$ cat config.mk
export PLATFORM = sky130hd
export DESIGN_NAME = led_duty_meter_flat
export DESIGN_NICKNAME = d
export VERILOG_FILES = /design/src/rtl/led_duty_meter_pkg.sv /design/src/rtl/led_duty_meter_if.sv /design/src/rtl/led_duty_meter_chan.sv /design/src/rtl/led_duty_meter.sv /design/src/flat_wrapper.sv
export SDC_FILE = /design/constraint.sdc
export NUM_CORES = 1
export LEC_CHECK = 0
export BUFFER_PORTS_ARGS = -buffer_cell sky130_fd_sc_hd__clkbuf_2
export CAP_MARGIN = 20
export CELL_PAD_IN_SITES_DETAIL_PLACEMENT = 2
export CELL_PAD_IN_SITES_GLOBAL_PLACEMENT = 2
export CORE_MARGIN = 8
export CORE_UTILIZATION = 30
export DETAILED_ROUTE_END_ITERATION = 12
export PLACE_DENSITY = 0.66
export SKIP_LAST_GASP = 1
export SYNTH_ARGS = -nofsm -noshare
export SYNTH_HDL_FRONTEND = slang
export SYNTH_HIERARCHICAL = 1
export SYNTH_SLANG_ARGS = --single-unit
$ cat constraint.sdc
create_clock -name clk -period 2.38 [get_ports clk]
set_input_delay 0.357 -clock clk [delete_from_list [all_inputs] [get_ports clk]]
set_output_delay 0.357 -clock clk [all_outputs]
set_load 0.02 [all_outputs]
$ cat src/rtl/led_duty_meter_pkg.sv
// Shared constants and per-channel result type for the LED duty meter.
// LED_DUTY_EDGES_EN adds a rising-edge count to each channel result.
package led_meter_pkg;

    localparam int unsigned WINDOW_DEFAULT = 256;
    localparam int unsigned RES_W          = 32;

    // Counts are carried at full width; the top level keeps the low CW bits.
    typedef struct packed {
        logic [RES_W-1:0] duty;
`ifdef LED_DUTY_EDGES_EN
        logic [RES_W-1:0] edges;
`endif
    } chan_res_t;

endpackage

$ cat src/rtl/led_duty_meter_if.sv
// Result bus of the LED duty meter: per-channel counts, valid/ready and overrun.
// LED_DUTY_EDGES_EN adds the per-channel rising-edge counts.
interface led_duty_meter_if #(
    parameter int unsigned CW = 9
);
    logic [CW-1:0] duty_r;
    logic [CW-1:0] duty_g;
    logic [CW-1:0] duty_b;
`ifdef LED_DUTY_EDGES_EN
    logic [CW-1:0] edges_r;
    logic [CW-1:0] edges_g;
    logic [CW-1:0] edges_b;
`endif
    logic          valid;
    logic          ready;
    logic          overrun;

`ifdef LED_DUTY_EDGES_EN
    modport master (output duty_r, duty_g, duty_b, edges_r, edges_g, edges_b,
                    output valid, overrun, input ready);
    modport slave  (input duty_r, duty_g, duty_b, edges_r, edges_g, edges_b,
                    input valid, overrun, output ready);
`else
    modport master (output duty_r, duty_g, duty_b, output valid, overrun, input ready);
    modport slave  (input duty_r, duty_g, duty_b, input valid, overrun, output ready);
`endif

endinterface

$ cat src/rtl/led_duty_meter_chan.sv
// One LED channel: 2-FF synchroniser, high-time counter and, with
// LED_DUTY_EDGES_EN, a rising-edge counter. res_o is the count including this cycle.
module led_chan_meter
    import led_meter_pkg::*;
#(
    parameter int unsigned CW = 9
) (
    input  logic      clk,
    input  logic      rst,
    input  logic      led_i,
    input  logic      win_end_i,
    output chan_res_t res_o
);

    logic [1:0]    sync_q;
    logic          samp;
    logic [CW-1:0] high_q, high_d, high_fin;

    assign samp = sync_q[1];

    always_ff @(posedge clk or posedge rst) begin
        if (rst) begin
            sync_q <= '0;
            high_q <= '0;
        end else begin
            sync_q <= {sync_q[0], led_i};
            high_q <= high_d;
        end
    end

    always_comb begin
        high_fin = high_q + CW'(samp);
        high_d   = win_end_i ? '0 : high_fin;
    end

`ifdef LED_DUTY_EDGES_EN
    logic          prev_q;
    logic [CW-1:0] edge_q, edge_d, edge_fin;

    // prev_q is not cleared at window end, so a boundary-spanning rise lands in the new window.
    always_ff @(posedge clk or posedge rst) begin
        if (rst) begin
            prev_q <= 1'b0;
            edge_q <= '0;
        end else begin
            prev_q <= samp;
            edge_q <= edge_d;
        end
    end

    always_comb begin
        edge_fin = edge_q + CW'(samp & ~prev_q);
        edge_d   = win_end_i ? '0 : edge_fin;
    end
`endif

    always_comb begin
        res_o      = '0;
        res_o.duty = RES_W'(high_fin);
`ifdef LED_DUTY_EDGES_EN
        res_o.edges = RES_W'(edge_fin);
`endif
    end

endmodule

$ cat src/rtl/led_duty_meter.sv
// LED duty-cycle meter: window counter, result registers, valid/ready and sticky overrun.
// LED_DUTY_EDGES_EN adds per-channel rising-edge counts to the result.
module led_duty_meter
    import led_meter_pkg::*;
#(
    parameter int unsigned WINDOW = WINDOW_DEFAULT,
    parameter int unsigned CW     = $clog2(WINDOW + 1)
) (
    input  logic                     clk,
    input  logic                     rst,
    input  logic                     red,
    input  logic                     green,
    input  logic                     blue,
    led_duty_meter_if.master         res
);

    localparam int unsigned WCW = $clog2(WINDOW);

    logic [WCW-1:0] wc_q, wc_d;
    logic           win_end;
    chan_res_t      cres [3];
    logic [CW-1:0]  duty_q [3];
    logic [CW-1:0]  duty_d [3];
    logic           valid_q, valid_d;
    logic           overrun_q, overrun_d;
    logic           slot_free;
    logic           unused_res_hi;

    assign win_end = (wc_q == WCW'(WINDOW - 1));
    assign wc_d    = win_end ? '0 : wc_q + WCW'(1);

    led_chan_meter #(.CW(CW)) u_chan_r (.clk(clk), .rst(rst), .led_i(red),   .win_end_i(win_end), .res_o(cres[0]));
    led_chan_meter #(.CW(CW)) u_chan_g (.clk(clk), .rst(rst), .led_i(green), .win_end_i(win_end), .res_o(cres[1]));
    led_chan_meter #(.CW(CW)) u_chan_b (.clk(clk), .rst(rst), .led_i(blue),  .win_end_i(win_end), .res_o(cres[2]));

    assign unused_res_hi = ^{cres[0], cres[1], cres[2]};

    // A transfer on the window-end edge frees the slot for the new result.
    assign slot_free = ~valid_q | res.ready;

    always_comb begin
        duty_d    = duty_q;
        valid_d   = valid_q;
        overrun_d = overrun_q;
        if (win_end) begin
            if (slot_free) begin
                for (int unsigned i = 0; i < 3; i++) duty_d[i] = cres[i].duty[CW-1:0];
                valid_d = 1'b1;
            end else begin
                overrun_d = 1'b1;
            end
        end else if (valid_q && res.ready) begin
            valid_d = 1'b0;
        end
    end

    always_ff @(posedge clk or posedge rst) begin
        if (rst) begin
            wc_q      <= '0;
            duty_q    <= '{default: '0};
            valid_q   <= 1'b0;
            overrun_q <= 1'b0;
        end else begin
            wc_q      <= wc_d;
            duty_q    <= duty_d;
            valid_q   <= valid_d;
            overrun_q <= overrun_d;
        end
    end

`ifdef LED_DUTY_EDGES_EN
    logic [CW-1:0] edges_q [3];
    logic [CW-1:0] edges_d [3];

    always_comb begin
        edges_d = edges_q;
        if (win_end && slot_free) begin
            for (int unsigned i = 0; i < 3; i++) edges_d[i] = cres[i].edges[CW-1:0];
        end
    end

    always_ff @(posedge clk or posedge rst) begin
        if (rst) edges_q <= '{default: '0};
        else     edges_q <= edges_d;
    end

    assign res.edges_r = edges_q[0];
    assign res.edges_g = edges_q[1];
    assign res.edges_b = edges_q[2];
`endif

    assign res.duty_r  = duty_q[0];
    assign res.duty_g  = duty_q[1];
    assign res.duty_b  = duty_q[2];
    assign res.valid   = valid_q;
    assign res.overrun = overrun_q;

endmodule

$ cat src/flat_wrapper.sv
// flat-port wrapper written by rule: the top's interface ports become plain ports
module led_duty_meter_flat import led_meter_pkg::*;
#(
    parameter int unsigned WINDOW = WINDOW_DEFAULT,
    parameter int unsigned CW     = $clog2(WINDOW + 1)
)
  (clk, rst, red, green, blue, res_duty_r, res_duty_g, res_duty_b, res_valid, res_overrun, res_ready);
  led_duty_meter_if #(.CW(CW)) res_i ();
  input  logic clk;
  input  logic rst;
  input  logic red;
  input  logic green;
  input  logic blue;
  output wire logic [$bits(res_i.duty_r)-1:0] res_duty_r;
  output wire logic [$bits(res_i.duty_g)-1:0] res_duty_g;
  output wire logic [$bits(res_i.duty_b)-1:0] res_duty_b;
  output wire logic [$bits(res_i.valid)-1:0] res_valid;
  output wire logic [$bits(res_i.overrun)-1:0] res_overrun;
  input wire logic [$bits(res_i.ready)-1:0] res_ready;
  assign res_duty_r = res_i.duty_r;
  assign res_duty_g = res_i.duty_g;
  assign res_duty_b = res_i.duty_b;
  assign res_valid = res_i.valid;
  assign res_overrun = res_i.overrun;
  assign res_i.ready = res_ready;
  led_duty_meter #(.WINDOW(WINDOW), .CW(CW)) u_core (.clk(clk), .rst(rst), .red(red), .green(green), .blue(blue), .res(res_i));
endmodule
-- After elaboration in Yosys (flattened, before gate mapping)
Index checks and enable logic that the tools add are counted.
- logic and storage cells: 33
- output and inout port bits: 29
- input bits: 6
- flip-flop bits (word level): 70
- reduce and logical (&&, ||, !) cells: 5
- multiplexer cells: 7
- equal/unequal tests: 2
- $add $sub $neg: 4
- bitwise gates (word level): 3
- operator list (cell ; count):
    9-bit by 1-bit adder with 9-bit output ; 3
    9-bit 2-to-1 mux ; 3
    8-bit by 1-bit adder with 8-bit output (second input constant) ; 1
    8-bit equality test (second input constant) ; 1
    8-bit 2-to-1 mux ; 1
    2-bit AND reduction ; 3
    1-bit 2-to-1 mux ; 3
    2-bit by 1-bit != test with 1-bit output (second input constant) ; 1
    1-bit NOT ; 2
    2-bit nonzero test ; 1
    1-bit logical AND ; 1
    1-bit OR ; 1

-- Longest topological paths before layout
Gate-level depths: netlist (run 1).
- word-level depth: 4
- gate-level depth with buffers: 6

-- Cells and area by module
Netlist (run 1), hierarchy kept.
- modules (own cells, without submodules) (module ; area an instance (µm²) ; times used ; sequential area each (µm²) ; cells each):
    led_chan_meter (u_core.u_chan_b ...) ; 732.0 ; 2 ; 275.3 ; 75
    led_duty_meter ; 1437.6 ; 1 ; 925.9 ; 95
    led_chan_meter (u_core.u_chan_r) ; 696.9 ; 1 ; 275.3 ; 72

-- Worst setup path after synthesis (run 1)
No wires, ideal clock.
- path kind: register -> register
- from: register u_core.wc_q[0]
- to: register u_core.u_chan_r.high_q[8]
- required time: 2.252 ns
- path buffers: 1
- arrival time: 1.830 ns
- stages on the path, launching flop included: 7
- period minus slack after synthesis: 1.958 ns
- slack: 0.422 ns
- path through: dfrtp_1 -> ha_1 -> nand3_1 -> nor2_1 -> clkbuf_1 -> nor2_1 -> mux2_1
- longest elaborated chain between the ends: 2
- ends and longest elaborated chain (what ; RTL line ; text):
    from (decl) ; led_duty_meter.sv:19 ; logic [WCW-1:0] wc_q, wc_d;
    from (signal assigned) ; led_duty_meter.sv:64 ; wc_q <= wc_d;
    8-bit equality test ; led_duty_meter.sv:29 ; assign win_end = (wc_q == WCW'(WINDOW - 1));
    9-bit 2-to-1 mux ; led_duty_meter_chan.sv:33 ; high_d = win_end_i ? '0 : high_fin;
    net u_core.u_chan_r.high_d[8] ; led_duty_meter_chan.sv:17 ; logic [CW-1:0] high_q, high_d, high_fin;
    to (signal assigned) ; led_duty_meter_chan.sv:27 ; high_q <= high_d;
    to (decl) ; led_duty_meter_chan.sv:17 ;
The timed path passes the listed nets, and every way through them passes these cells.
A chain may end at the register's enable or synchronous reset.

-- Worst setup path in the final report (run 1)
- from: register u_core.wc_q[0]
- to: register u_core.duty_q (netlist bit u_core/res.duty_b[3])
- longest elaborated chain between the ends: 2
- ends and longest elaborated chain (what ; RTL line ; text):
    8-bit equality test ; led_duty_meter.sv:29 ;
    2-bit AND reduction (no line) ; -- ;
    to (signal assigned) ; led_duty_meter.sv:65 ; duty_q <= duty_d;
    to (decl) ; led_duty_meter.sv:22 ; logic [CW-1:0] duty_q [3];
No other way between the ends.

==> flow_metrics.py, run 1 <==
metrics = {
    "routing": {
        "routed_wl_um": 6670,
        "route.detailed.drc": 0,
        "drt-initial-drc-count": 25,
        "vias": 1957,
        "wl_per_cell_um": 15.5,
        "dr.pass1.iters": 4,
        "drt-vias-per-instance": 4.54,
        "postRouteAntennaNets": 0,
    },
    "synth": {
        "avgSynthCellArea_um2": 12.5,
        "synth_area_mm2": 0.00307,
        "synth_warnings": 6,
        "postSynthNetCount": 258,
        "synthCells": 245,
    },
    "global_routing": {
        "grt_max_degree": 31,
        "antenna_found_initial": 0,
        "grt_first_pass_wirelength_um": 11400,
        "first_global_vias": 2225,
        "overflow": 0,
        "globalRouteTotalUtil": 0.112,
    },
    "clock_tree": {
        "cts_setup_buffers": 0,
        "cts_buffers": 9,
        "cts_tree": "yes",
        "htree_levels": 3,
        "cts.sinks": 70,
        "cts_root_buf": "clkbuf_8",
        "clk_pin_slew_ps": 80,
        "clockBufferDepth": 2,
        "clock_latency_ps": 350,
    },
    "finish": {
        "insertedDiodeCount": 0,
        "post-route-util": 0.358,
        "nets": 303,
        "multi_input_area_mm2": 0.00125,
        "final_common_cell": "dfrtp_1",
        "register_area_mm2": 0.00175,
        "fillers": 1087,
        "final_cell_mix": "dfrtp_1 (70), clkbuf_2 (34), mux2_2 (33), nor2b_1 (26), nor2_1 (18)",
        "area_growth_pct": 18.2,
        "layout-drive-gt1-share": 0.336,
    },
    "floorplan": {
        "core_area_mm2": 0.0101,
        "initial_core_util": 0.303,
        "die_x_um": 117,
        "die-area_mm2": 0.0137,
        "num_io_pins": 35,
        "die_y_um": 117,
        "row_count": 37,
    },
    "critical_path": {
        "start_kind": "flip-flop",
        "worst-path-max-fanout": 22,
        "cp-end-kind": "flip-flop",
        "crit_slowest_cell": "dfrtp_1",
        "worstPathCellList": "ha_1 -> nand3_1 -> nor3_4 -> buf_12 -> mux2_2",
        "critPathArrivalTime_ps": 2130,
        "crit_type": "flip-flop to flip-flop",
        "crit_required_ps": 2620,
        "slowest_delay_ps": 370,
    },
    "power_and_ir_drop": {
        "power.density_mw_per_mm2": 840,
        "p_sw_uw": 881,
        "internal_power_uw": 2170,
        "pwr-share-comb": 0.171,
        "clkPwrFrac": 0.324,
        "seqPwrFrac": 0.505,
        "p_leak_uw": 0.00184,
        "swShare": 0.289,
        "peakVddDrop_mv": 0.268,
    },
    "placement": {
        "placement.io_buffers": 34,
        "dp_hpwl_um": 4650,
        "gp_congestion": 0.721,
    },
    "sta": {
        "fmax_mhz": 528,
        "period_share": 0.796,
        "slew_violations": 0,
        "rsz0062_at_grt": "no",
        "setup_viol": 0,
        "skew_ps": 6.54,
        "slew_headroom": 0.695,
        "layout_min_cycle_time_ps": 1900,
        "tns_ps": 0,
        "hold_violations": 0,
        "tightestPinTransition_ps": 457,
    },
    "flow_run": {
        "cap_viol_max_count": 0,
    },
    "outcome": {
        "outcome": "complete, no violations",
    },
    "hold_path": {
        "hp-class": "input pin to flip-flop",
    },
}
[final cells by class]
class,count,share of cell area
multi-input cells,162,0.346
well taps,136,0.0469
repair buffers,39,0.0614
inverters,8,0.00828
clock buffers,12,0.0428
clock inverters,4,0.0124
flip-flops and latches,70,0.483
[state kept, by name, indices dropped and copies added (netlist names)]
signal / flops
u_core/u_chan_g/sync_q: 2
u_core/res.overrun: 1
u_core/u_chan_r/high_q: 9
u_core/res.duty_r: 9
u_core/u_chan_b/high_q: 9
u_core/u_chan_b/sync_q: 2
u_core/res.duty_b: 9
u_core/wc_q: 8
u_core/u_chan_r/sync_q: 2
u_core/res.valid: 1
u_core/u_chan_g/high_q: 9
u_core/res.duty_g: 9
[layer usage]
layer,share of wire,global-route usage
met1,0.44,0.127
met4,0.032,0.0819
met5,0,0
met2,0.49,0.182
met3,0.033,0.0257
[final timing paths]
path	from	to	slack (ps)	cells past startpoint
worst max-delay path	u_core/wc_q[0]$_DFF_PP0_	u_core/res.duty_b[3]$_DFFE_PP0P_	480	5
worst min-delay path	red	u_core/u_chan_r/sync_q[0]$_DFF_PP0_	110	1
worst max register to register	u_core/wc_q[0]$_DFF_PP0_	u_core/res.duty_b[3]$_DFFE_PP0P_	480	5
worst min register to register	u_core/u_chan_r/sync_q[0]$_DFF_PP0_	u_core/u_chan_r/sync_q[1]$_DFF_PP0_	350	0
max in group asynchronous	rst	u_core/res.duty_r[6]$_DFFE_PP0P_	1070	4
min in group asynchronous	rst	u_core/res.duty_r[4]$_DFFE_PP0P_	570	3
[power groups by stage]
stage,Combinational (µW),Clock [µW],Sequential (µW)
floorplan,413,0,1520
global placement,509,0,1550
detailed placement,528,0,1560
CTS,541,1040,1540
global route,608,1080,1570
finish,521,986,1540
[per-stage QoR]
stage | hold WS, ps | area (µm²) | worst slack [ps] | power (µW) | cells
2_1_floorplan | 209 | 3070 | 422 | 1930 | 245
3_3_place_gp | 332 | 3420 | 569 | 2060 | 414
3_5_place_dp | 341 | 3420 | 490 | 2090 | 414
4_1_cts | 81.9 | 3630 | 460 | 3120 | 431
5_1_grt | 84.1 | 3630 | 344 | 3260 | 431
6_report | 107 | 3630 | 485 | 3050 | 431
[critical path: cells and delay by family (launching register included)]
kind | cells | cell delay (ps)
buf+inv | 1 | 240
flops | 1 | 370
mux | 1 | 350
simple gates | 2 | 550
fa+ha+maj | 1 | 260
[timing repair]
action | CTS | global route
hold endpoints to repair | 8 | 0
hold buffers | 1 | 0
gates resized for setup | 0 | 0
No activity file was read; power rests on OpenSTA's default activity.
==> run 2, diff against run 1 <==
--- a/config.mk
+++ b/config.mk
@@ -5,6 +5,7 @@
 export SDC_FILE = /design/constraint.sdc
 export NUM_CORES = 1
 export LEC_CHECK = 0
+export ABC_AREA = 1
 export BUFFER_PORTS_ARGS = -buffer_cell sky130_fd_sc_hd__clkbuf_2
 export CAP_MARGIN = 20
 export CELL_PAD_IN_SITES_DETAIL_PLACEMENT = 2
@@ -12,7 +13,7 @@
 export CORE_MARGIN = 8
 export CORE_UTILIZATION = 30
 export DETAILED_ROUTE_END_ITERATION = 12
-export PLACE_DENSITY = 0.66
+export PLACE_DENSITY = 0.73
 export SKIP_LAST_GASP = 1
 export SYNTH_ARGS = -nofsm -noshare
 export SYNTH_HDL_FRONTEND = slang
==> constraint.sdc (replaced) <==
create_clock -name clk -period 1.7 [get_ports clk]
set_input_delay 0.255 -clock clk [delete_from_list [all_inputs] [get_ports clk]]
set_output_delay 0.255 -clock clk [all_outputs]
set_load 0.02 [all_outputs]
==> run 2 against run 1 <==
  * Clock skew about the same
  * Routed wire length increased by 37%
  * Largest cell class unchanged
  * Critical path type unchanged
  * Power increased by 57%
  * Register-to-register slack got worse by 370 ps
  * Die area increased by 6.6%
  * Global-route usage increased by 2.2 points
  * Synthesized area increased by 7.7%
  * Sequential share of layout area decreased by 4.2 points
  * Flip-flop and latch count unchanged
  * Hold slack improved by 250 ps
  * Largest power group unchanged
  * Non-clock buffer count increased by 8
  * Critical endpoint is now u_core/res.duty_g[4]$_DFFE_PP0P_
==> flow_metrics.py, run 2 <==
metrics = {
    "hold_path": {
        "hp-class": "flip-flop to flip-flop",
    },
    "global_routing": {
        "antenna_found_initial": 0,
        "first_global_vias": 3120,
        "grt_first_pass_wirelength_um": 15400,
        "globalRouteTotalUtil": 0.134,
        "overflow": 0,
        "grt_max_degree": 31,
    },
    "critical_path": {
        "start_kind": "flip-flop",
        "worst-path-max-fanout": 30,
        "r2r-start": "u_core/wc_q[0]$_DFF_PP0_",
        "critPathArrivalTime_ps": 1820,
        "r2r_cells": 7,
        "worst-r2r-setup-slack_ps": 110,
        "crit_type": "flip-flop to flip-flop",
        "crit_path_start": "u_core/wc_q[0]$_DFF_PP0_",
        "endpoint": "u_core/res.duty_g[4]$_DFFE_PP0P_",
        "reg2reg_to": "u_core/res.duty_g[4]$_DFFE_PP0P_",
        "cp-end-kind": "flip-flop",
        "crit_required_ps": 1930,
    },
    "sta": {
        "skew_ps": 6.34,
        "rsz0062_at_grt": "yes",
        "layout_min_cycle_time_ps": 1590,
        "slew_headroom": 0.681,
        "fmax_mhz": 630,
        "tightestPinTransition_ps": 477,
        "hold_violations": 0,
        "period_share": 0.934,
        "setup_viol": 0,
        "slew_violations": 0,
        "layout_setup_ws_ps": 113,
    },
    "clock_tree": {
        "cts_tree": "yes",
        "clock_latency_ps": 350,
        "clk_pin_slew_ps": 80,
        "clockBufferDepth": 2,
        "cts.sinks": 70,
        "htree_levels": 3,
        "cts_buffers": 9,
        "cts_root_buf": "clkbuf_8",
    },
    "finish": {
        "multi_input_area_mm2": 0.00131,
        "final_cell_mix": "nand2_1 (109), dfrtp_1 (70), inv_1 (46), nor2_1 (44), clkbuf_2 (34)",
        "fillers": 1205,
        "final_common_cell": "nand2_1",
        "nets": 435,
        "area_growth_pct": 20.1,
        "register_area_mm2": 0.00175,
        "layout-drive-gt1-share": 0.215,
        "insertedDiodeCount": 0,
    },
    "routing": {
        "dr.pass1.iters": 4,
        "drt-vias-per-instance": 4.67,
        "routed_wl_um": 9140,
        "vias": 2646,
        "route.detailed.drc": 0,
        "wl_per_cell_um": 16.1,
        "drt-initial-drc-count": 75,
        "postRouteAntennaNets": 0,
    },
    "power_and_ir_drop": {
        "power_uw": 4790,
        "peakVddDrop_mv": 0.418,
        "p_leak_uw": 0.00212,
        "power.density_mw_per_mm2": 1210,
    },
    "placement": {
        "dp_hpwl_um": 6250,
        "gp_congestion": 0.759,
        "place_ws_ps": -10.2,
        "placement.io_buffers": 34,
    },
    "synth": {
        "synth_warnings": 6,
        "avgSynthCellArea_um2": 8.77,
        "postSynthNetCount": 390,
        "synthCells": 377,
        "synth_area_mm2": 0.00331,
    },
    "floorplan": {
        "die_x_um": 121,
        "die_y_um": 121,
        "row_count": 38,
        "initial_core_util": 0.306,
        "num_io_pins": 35,
        "die-area_mm2": 0.0146,
        "core_area_mm2": 0.0108,
    },
    "flow_run": {
        "cap_viol_max_count": 0,
    },
    "outcome": {
        "outcome": "complete, no violations",
    },
}
==> run 2: worst min-delay path by stage <==
stage / cells after the start / slack (ps) / from / to
2_1_floorplan: 1 / 110 / rst / u_core/u_chan_b/high_q[0]$_DFF_PP0_
3_3_place_gp: 2 / 330 / rst / u_core/u_chan_b/high_q[8]$_DFF_PP0_
3_5_place_dp: 2 / 340 / rst / u_core/u_chan_b/high_q[8]$_DFF_PP0_
4_1_cts: 0 / 360 / u_core/u_chan_r/sync_q[0]$_DFF_PP0_ / u_core/u_chan_r/sync_q[1]$_DFF_PP0_
5_1_grt: 0 / 370 / u_core/u_chan_g/sync_q[0]$_DFF_PP0_ / u_core/u_chan_g/sync_q[1]$_DFF_PP0_
6_report: 0 / 360 / u_core/u_chan_r/sync_q[0]$_DFF_PP0_ / u_core/u_chan_r/sync_q[1]$_DFF_PP0_
==> run 2: area by class of cell <==
| class | instances | area share |
|---|---|---|
| timing repair buffer | 47 | 0.0807 |
| tap | 140 | 0.0441 |
| clock inverter | 3 | 0.0164 |
| inverter | 48 | 0.0454 |
| sequential | 70 | 0.441 |
| multi-input combinational | 246 | 0.330 |
| clock buffer | 13 | 0.0425 |
==> run 2: layer usage <==
layer  part of all wire  vias up  global-route usage  wire [µm]
met3              0.036       11              0.0293        325
li1                   -     1259                   -          -
met4              0.014        0              0.0609        131
met2               0.51       31               0.237       4700
met1               0.44     1345               0.151       3990
met5                  0        -                   0          0
==> run 2: critical path, cell delays in order (launching register included) <==
cell,delay (ps)
dfrtp_1,400
ha_1,210
nand2_2,90
nor2_4,130
buf_12,210
nand3_4,220
nand2_1,140
nand2_1,70
==> run 2: timing repair <==
item	4_1_cts	5_1_grt
hold buffers	4	0
pin swaps	0	0
buffers inserted	0	0
resized for setup	0	7
cloned	1	1
hold endpoints to repair	46	0
setup endpoints to repair	11	20
==> run 2: stage by stage <==
stage	cell area, µm²	hold WS, ps	TNS, ps	util	std cells
6_report	3970	362	0	0.368	567
5_1_grt	3970	367	-23.2	0.368	567
4_1_cts	3920	358	-308	0.363	566
3_5_place_dp	3640	336	-23.8	0.337	545
3_3_place_gp	3640	332	0	0.337	545
2_1_floorplan	3310	107	0	-	377
==> run 2: where the power goes <==
| part | total (µW) | leakage (µW) | internal [µW] | switching, µW |
|---|---|---|---|---|
| clock network | 1580 | 0.000120 | 946 | 637 |
| registers | 2200 | 0.000911 | 1920 | 273 |
| logic | 1010 | 0.00109 | 412 | 597 |
==> run 3, diff against run 2 <==
--- a/config.mk
+++ b/config.mk
@@ -10,6 +10,7 @@
 export CAP_MARGIN = 20
 export CELL_PAD_IN_SITES_DETAIL_PLACEMENT = 2
 export CELL_PAD_IN_SITES_GLOBAL_PLACEMENT = 2
+export CORE_ASPECT_RATIO = 0.6
 export CORE_MARGIN = 8
 export CORE_UTILIZATION = 30
 export DETAILED_ROUTE_END_ITERATION = 12
==> run 3 against run 2 <==
  * Via count rose by 2.0%
  * Combinational power hardly changed
  * Power increased by 2.7%
  * Routed wire length is 6.9% higher
  * Die area grew 0.75%
  * Worst setup slack worse by 2.5 ps
  * Global-route usage is 0.34 points higher
  * Critical endpoint is now u_core/res.duty_b[0]$_DFFE_PP0P_
==> flow_metrics.py, run 3 (synthesis gave the netlist of run 2 again) <==
metrics = {
    "outcome": {
        "outcome": "complete, no violations",
    },
    "critical_path": {
        "critPathArrivalTime_ps": 1810,
        "worstPathCellList": "ha_1 -> nand2_2 -> nor2_4 -> buf_4 -> nand3_4 -> nand2_1 -> nand2_1",
        "slowest_delay_ps": 390,
        "crit_slowest_cell": "dfrtp_1",
        "cp-end-kind": "flip-flop",
        "worst_path_most_repeated_cell": "nand2_1",
        "crit_required_ps": 1920,
        "worst-path-max-fanout": 14,
        "start_kind": "flip-flop",
        "crit_type": "flip-flop to flip-flop",
    },
    "clock_tree": {
        "cts.sinks": 70,
        "cts_root_buf": "clkbuf_16",
        "htree_levels": 3,
        "cts_tree": "yes",
        "cts_buffers": 9,
        "clockBufferDepth": 2,
        "clk_pin_slew_ps": 60,
        "clock_latency_ps": 330,
    },
    "power_and_ir_drop": {
        "swShare": 0.321,
        "p_sw_uw": 1580,
        "peakVddDrop_mv": 0.491,
        "pwr-share-comb": 0.200,
        "internal_power_uw": 3340,
        "p_leak_uw": 0.00214,
        "clkPwrFrac": 0.354,
        "seqPwrFrac": 0.446,
        "power.density_mw_per_mm2": 1240,
    },
    "sta": {
        "slew_headroom": 0.671,
        "slew_violations": 0,
        "hold_violations": 0,
        "setup_viol": 0,
        "tightestPinTransition_ps": 493,
        "worst_hold_slack_ps": 25.4,
        "period_share": 0.935,
        "fmax_mhz": 629,
        "rsz0062_at_grt": "yes",
        "skew_ps": 5.17,
        "layout_min_cycle_time_ps": 1590,
        "tns_ps": 0,
    },
    "global_routing": {
        "first_global_vias": 3018,
        "overflow": 0,
        "grt_max_degree": 30,
        "antenna_found_initial": 0,
        "grt_first_pass_wirelength_um": 15900,
        "globalRouteTotalUtil": 0.137,
    },
    "finish": {
        "layout-drive-gt1-share": 0.207,
        "stdcell_count": 564,
        "insertedDiodeCount": 0,
        "final_common_cell": "nand2_1",
        "area_growth_pct": 19.7,
        "post-route-util": 0.372,
        "nets": 433,
        "fin_area_mm2": 0.00396,
        "final_cell_mix": "nand2_1 (109), dfrtp_1 (70), inv_1 (46), nor2_1 (44), clkbuf_2 (34)",
    },
    "floorplan": {
        "die_y_um": 97.3,
        "core_area_mm2": 0.0106,
        "initial_core_util": 0.311,
        "die_x_um": 152,
        "row_count": 29,
        "num_io_pins": 35,
        "die-area_mm2": 0.0147,
    },
    "routing": {
        "drt-vias-per-instance": 4.79,
        "vias": 2699,
        "route.detailed.drc": 0,
        "routed_wl_um": 9770,
        "dr.pass1.iters": 4,
        "drt-initial-drc-count": 94,
        "wl_per_cell_um": 17.3,
        "postRouteAntennaNets": 0,
    },
    "placement": {
        "gp_congestion": 0.730,
        "place_area_mm2": 0.00363,
        "dp_hpwl_um": 6640,
        "dp_cells": 545,
        "placement.io_buffers": 34,
    },
    "hold_path": {
        "hp-class": "input pin to flip-flop",
    },
    "flow_run": {
        "cap_viol_max_count": 0,
    },
}
==> run 3: cell count changes in the layout (fill, tap and decap cells not counted), moves of 2 or more <==
cell	change
clkbuf_16	+9
dlygate4sd3_1	-3
bufinv_16	-2
ha_2	-4
clkbuf_8	-11
ha_1	+4
clkinv_2	+2
==> run 3: area by class of cell <==
type                    count  area (µm²)
inverters                  48         180
well taps                 139         174
clock buffers              12         246
clock inverters             4        22.5
multi-input cells         246        1290
fillers                  1225        6670
flip-flops and latches     70        1750
repair buffers             45         289
==> run 3: worst paths after layout <==
check / startpoint / endpoint / slack (ps) / depth (start not counted)
max: u_core/wc_q[0]$_DFF_PP0_ / u_core/res.duty_b[0]$_DFFE_PP0P_ / 110 / 7
min: green / u_core/u_chan_g/sync_q[0]$_DFF_PP0_ / 30 / 1
max reg2reg: u_core/wc_q[0]$_DFF_PP0_ / u_core/res.duty_b[0]$_DFFE_PP0P_ / 110 / 7
min reg2reg: u_core/u_chan_r/sync_q[0]$_DFF_PP0_ / u_core/u_chan_r/sync_q[1]$_DFF_PP0_ / 350 / 0
max in group asynchronous: rst / u_core/u_chan_r/high_q[3]$_DFF_PP0_ / 830 / 3
min in group asynchronous: rst / u_core/u_chan_b/high_q[4]$_DFF_PP0_ / 520 / 3
==> run 3: per-stage QoR <==
stage | total power (µW) | setup slack (ps)
6_report | 4920 | 110
3_5_place_dp | 3200 | 44.8
5_1_grt | 5240 | -29.3
3_3_place_gp | 3140 | 181
4_1_cts | 5020 | 20.4
2_1_floorplan | 2910 | 35.6
==> run 3: power groups by stage <==
stage	clock network [µW]	logic [µW]	registers, µW
floorplan	0	756	2150
global placement	0	932	2210
detailed placement	0	981	2220
CTS	1810	1010	2200
global route	1860	1140	2240
finish	1740	981	2190
==> run 3: repair_timing <==
| item | 4_1_cts | 5_1_grt |
|---|---|---|
| endpoints found under the hold margin | 45 | 0 |
| gates resized for setup | 0 | 3 |
| setup buffers | 0 | 0 |
| endpoints found under the setup margin | 0 | 31 |
| hold buffers | 1 | 0 |
==> run 3: worst max-delay path, delay by kind of cell (launching register included) <==
family / cells / cell delay (ps)
buffers and inverters: 1 / 210
DFF: 1 / 390
adders and majority gates: 1 / 210
and+or+nand+nor: 5 / 660
==> run 3: metal layers <==
metal,global-route usage,share of wire
met1,0.175,0.48
met2,0.219,0.47
met3,0.0447,0.046
met4,0.0360,0.011
met5,0,0
